==> src/rtl/fetch_controller.sv <==
// Instruction fetch controller: issues block requests at the predicted PC and
// presents each returned block, tagged with its PC and branch bounds, to the queue.
module fetch_controller #(
  parameter int BW_ADDRESS         = 32,
  parameter int BW_PROCESSOR_DATA  = 32,
  parameter int BW_PROCESSOR_BLOCK = 64,
  parameter int NUM_GLOBAL_HISTORY = 4,
  parameter logic [BW_ADDRESS-1:0] RESET_PC = '0,
  parameter int NUM_ENTRY = BW_PROCESSOR_BLOCK / BW_PROCESSOR_DATA,
  parameter int BW_PC_MOD = $clog2(NUM_ENTRY) + ((NUM_ENTRY <= 1) ? 1 : 0)
) (
  input  logic                          clk,
  input  logic                          rst_n,
  input  logic                          i_redirect_valid,
  input  logic [BW_ADDRESS-1:0]         i_redirect_pc,
  output logic [BW_ADDRESS-1:0]         o_pc,
  input  logic [BW_ADDRESS-1:0]         i_predicted_pc,
  input  logic [BW_PC_MOD-1:0]          i_pc_upperbound,
  input  logic [NUM_GLOBAL_HISTORY-1:0] i_global_history,
  output logic                          o_imem_valid,
  input  logic                          i_imem_ready,
  output logic [BW_ADDRESS-1:0]         o_imem_addr,
  input  logic                          i_imem_rdata_valid,
  input  logic [BW_PROCESSOR_BLOCK-1:0] i_imem_rdata,
  output logic                          o_inst_valid,
  input  logic                          i_inst_ready,
  output logic [BW_PROCESSOR_BLOCK-1:0] o_inst_data,
  output logic [BW_ADDRESS-1:0]         o_inst_pc,
  output logic [BW_PC_MOD-1:0]          o_inst_lowerbound,
  output logic [BW_PC_MOD-1:0]          o_inst_upperbound,
  output logic [NUM_GLOBAL_HISTORY-1:0] o_inst_global_history
);

  localparam int LOW_BITS = BW_PC_MOD + 2;
  localparam logic [BW_ADDRESS-1:0] BLOCK_MASK = {{(BW_ADDRESS-LOW_BITS){1'b1}}, {LOW_BITS{1'b0}}};
  localparam logic [BW_ADDRESS-1:0] WORD_MASK  = {{(BW_ADDRESS-2){1'b1}}, 2'b00};

  typedef enum logic [1:0] {
    S_REQ   = 2'd0,
    S_WAIT  = 2'd1,
    S_HOLD  = 2'd2,
    S_DRAIN = 2'd3
  } state_t;

  state_t                          state;
  state_t                          state_next;
  logic [BW_ADDRESS-1:0]           pc;
  logic [BW_ADDRESS-1:0]           pc_next;
  logic [BW_ADDRESS-1:0]           tag_pc;
  logic [BW_PC_MOD-1:0]            tag_ub;
  logic [NUM_GLOBAL_HISTORY-1:0]   tag_gh;
  logic                            accept;
  logic                            tag_load;
  logic                            inst_load;

  assign o_pc              = pc;
  assign o_imem_addr       = pc & BLOCK_MASK;
  assign o_imem_valid      = (state == S_REQ);
  assign o_inst_valid      = (state == S_HOLD);
  assign accept            = o_imem_valid && i_imem_ready;
  assign o_inst_lowerbound = o_inst_pc[BW_PC_MOD+1:2];

  always_ff @(posedge clk or negedge rst_n) begin
    if (!rst_n) begin
      state <= S_REQ;
      pc    <= RESET_PC;
    end else begin
      state <= state_next;
      pc    <= pc_next;
    end
  end

  // A redirect always wins the PC; the state only decides whether a
  // response still in flight must be swallowed before fetching again.
  always_comb begin
    state_next = state;
    pc_next    = pc;
    tag_load   = 1'b0;
    inst_load  = 1'b0;
    case (state)
      S_REQ: begin
        if (accept) begin
          tag_load   = 1'b1;
          pc_next    = i_predicted_pc;
          state_next = i_redirect_valid ? S_DRAIN : S_WAIT;
        end
      end
      S_WAIT: begin
        if (i_imem_rdata_valid) begin
          inst_load  = !i_redirect_valid;
          state_next = i_redirect_valid ? S_REQ : S_HOLD;
        end else if (i_redirect_valid) begin
          state_next = S_DRAIN;
        end
      end
      S_HOLD: begin
        if (i_redirect_valid || i_inst_ready) begin
          state_next = S_REQ;
        end
      end
      S_DRAIN: begin
        if (i_imem_rdata_valid) begin
          state_next = S_REQ;
        end
      end
      default: state_next = S_REQ;
    endcase
    if (i_redirect_valid) begin
      pc_next = i_redirect_pc & WORD_MASK;
    end
  end

  always_ff @(posedge clk or negedge rst_n) begin
    if (!rst_n) begin
      tag_pc <= '0;
      tag_ub <= '0;
      tag_gh <= '0;
    end else if (tag_load) begin
      tag_pc <= pc;
      tag_ub <= i_pc_upperbound;
      tag_gh <= i_global_history;
    end
  end

  // Output entry registers stay frozen for the whole hold so the queue sees stable data.
  always_ff @(posedge clk or negedge rst_n) begin
    if (!rst_n) begin
      o_inst_data           <= '0;
      o_inst_pc             <= '0;
      o_inst_upperbound     <= '0;
      o_inst_global_history <= '0;
    end else if (inst_load) begin
      o_inst_data           <= i_imem_rdata;
      o_inst_pc             <= tag_pc;
      o_inst_upperbound     <= tag_ub;
      o_inst_global_history <= tag_gh;
    end
  end

endmodule

==> config.mk <==
export PLATFORM = sky130hd
export DESIGN_NAME = fetch_controller
export DESIGN_NICKNAME = d
export VERILOG_FILES = /design/src/rtl/fetch_controller.sv
export SDC_FILE = /design/constraint.sdc
export NUM_CORES = 1
export LEC_CHECK = 0
export ABC_AREA = 1
export BUFFER_PORTS_ARGS = -buffer_cell sky130_fd_sc_hd__buf_2
export CAP_MARGIN = 10
export CORE_AREA = 2 2 133 135
export DETAILED_ROUTE_END_ITERATION = 12
export DIE_AREA = 0 0 135 137
export GPL_TIMING_DRIVEN = 1
export HOLD_SLACK_MARGIN = 0.05
export PLACE_DENSITY = 0.75
export SLEW_MARGIN = 20
export SYNTH_ARGS = -nofsm -noshare
export SYNTH_HDL_FRONTEND = slang
export SYNTH_SLANG_ARGS = --single-unit
export TNS_END_PERCENT = 1
==> constraint.sdc <==
create_clock -name clk -period 1.15 [get_ports clk]
set_input_delay 0.115 -clock clk [delete_from_list [all_inputs] [get_ports clk]]
set_output_delay 0.115 -clock clk [all_outputs]
set_load 0.01 [all_outputs]
==> metrics.txt <==
post-synthesis register bit count=172; Placed Area=8740 um^2; Seq/Total Area, Yosys=60.1%; most common cell after layout, fill and taps aside=buf_2; CTS tree=built; Layout Nets=1328; drt wl/cell=15.2 um; Setup crit end kind=output pin; status=complete, but fails checks; Clock H-tree levels=4; gpl congestion=0.787; Worst Skew=0.00862 ns; largest net degree at the start of global routing=83; core box area=17100 um^2; register area=4310 um^2; met3 Usage GRT=5.00%; GRT busiest layer=met2; LEAKAGE=5.90 nW; CTS Buf Count=17; Syn Inst Count=777; ANT cells=0; row cnt=48; final design utilization=64.2%; Final Hold Fails=0; DP Wirelength=12700 um; mapped cell area=7160 um^2; Peak VDD IR=998 uV; Worst Path Required=1.03 ns; crit path time final=1.33 ns; vias per cell=4.60; num ports=307; Final ANT Viol Nets=0; critical path data arrival time=1.22 ns; hold path start=i_imem_ready; # port buffers=301; Final period util=116%; Hold WC Path Type=in -> reg; crit start category=register; DP Worst Slack=-0.166 ns; Sink Count=172; antenna violations before repair=0; vias in the first global route=6227; worst-skew pair later-pin latency=0.43 ns; final count of negative-setup-slack endpoints=175; Design Area, Final=11000 um^2; CP startpoint=state[1]; Post-route DRC=0; most frequent cells in the layout=buf_2, nand2_1, dfrtp_1, dlygate4sd3_1, inv_1; pwr dens=2240 nW/um^2; all-layer global routing usage=21.6%; Pre-antenna DRT Iters=5; Die X=135 um; die area=18500 um^2; Via Count=6568; GR Layer Usage met2=37.5%; Filler Cell Count=1252; area growth from synthesis to final layout=53.0%; clk buf depth=2; Final TNS setup=-22.65 ns; total wire length=21800 um; Initial Utilization=42.0%; met1 Use GR=25.7%; max-slew violations=0; DR iter-0 viols=348; global route overflow=0; kind of critical path=reg -> out; synthesized area per cell=9.22 um^2; FMAX=751 MHz; first-pass GRT wire length=31000 um; final setup margin=-0.182 ns; failing checks=negative setup slack; clock root buffer=clkbuf_16; RSZ-0062 raised after global routing=yes; warning count from the yosys run=0; share of layout cells above drive strength 1=32.6%; register clock-pin slew on the reported worst setup and hold paths=0.07 ns; hold slack=0.0960 ns; Synth cell types=26; max_cap viols=0; chip height=137 um; multi-input logic area=1950 um^2; Reg2Reg Launch Point=state[1]; crit-path max FO=3
==> per-layer routing <==
metal,up-vias,wire (um)
li1,3199,-
met2,276,11100
met4,0,621
met5,-,0
met1,3044,8720
met3,49,1330
==> report_power, final <==
| part | internal [W] | switching, W | total [W] |
|---|---|---|---|
| Clock | 0.00348 | 0.00251 | 0.00598 |
| Sequential | 0.00847 | 0.00132 | 0.00979 |
| Combinational | 0.00383 | 0.00494 | 0.00876 |
| Total | 0.0158 | 0.00877 | 0.0245 |
==> Yosys cell counts <==
library cell | number | area, um^2
buf_12 | 1 | 20.0
nor2_8 | 1 | 20.0
nand4_1 | 1 | 6.26
nor2_4 | 2 | 22.5
a31oi_1 | 1 | 6.26
buf_6 | 5 | 56.3
buf_8 | 3 | 45.0
nor2_1 | 2 | 7.51
dfrtp_1 | 172 | 4300
clkbuf_1 | 6 | 22.5
o21ai_1 | 93 | 465
o211ai_2 | 5 | 62.6
o21ai_0 | 48 | 240
nand3_2 | 2 | 20.0
nand2_1 | 230 | 863
buf_2 | 23 | 115
conb_1 | 1 | 3.75
nand2_4 | 1 | 11.3
o211ai_1 | 2 | 15.0
nand2_2 | 1 | 6.26
nand3_1 | 24 | 120
inv_1 | 115 | 432
inv_6 | 1 | 8.76
buf_4 | 35 | 263
a21oi_1 | 1 | 5.00
nand2_8 | 1 | 20.0
==> area by class of cell <==
cell class / instances / area share [%]
flip-flops and latches: 172 / 39.3
inverters: 116 / 4.07
well taps: 225 / 2.57
clock buffers: 18 / 3.92
multi-input cells: 418 / 17.8
clock inverters: 14 / 1.66
repair buffers: 464 / 30.6
==> critical path, cell delays in order (launching register included) <==
cell and delay (ns):
dfrtp_2 0.45, nor2_4 0.21, buf_6 0.14
==> cells by family after synthesis <==
family	share of synthesized area, %
AND/OR/NAND/NOR	15.3
buffers and inverters	13.4
flip-flops	60.1
AO/OA/AOI/OAI	11.1
other	0.0524
==> sequential cells by signal, summed over array words and instances (netlist names) <==
register               cells
o_inst_data               64
o_inst_pc                 32
o_pc                      32
tag_pc                    32
o_inst_global_history      4
tag_gh                     4
state                      2
o_inst_upperbound          1
tag_ub                     1
==> worst paths after layout <==
check	endpoint	depth (start not counted)	slack (ns)
max	o_imem_valid	2	-0.18
min	tag_pc[5]	3	0.1
max reg2reg	o_pc[29]	6	-0.18
min reg2reg	o_inst_pc[11]	2	0.48
max in group asynchronous	o_pc[28]	3	0.47
min in group asynchronous	o_inst_data[60]	2	0.15
==> timing repair <==
item                                   4_1_cts  5_1_grt
hold buffers                               133        0
resized for setup                           12       30
setup buffers                                2        2
endpoints found under the hold margin      274        0
setup endpoints to repair                  181      197
cloned                                       0        5
pin swaps                                    3        3
==> per-stage QoR <==
step                power [W]  cells
floorplan              0.0143    779
global placement       0.0172   1253
detailed placement     0.0175   1253
CTS                    0.0241   1420
global route           0.0260   1427
finish                 0.0245   1427
(Power assumes the default switching activity.)
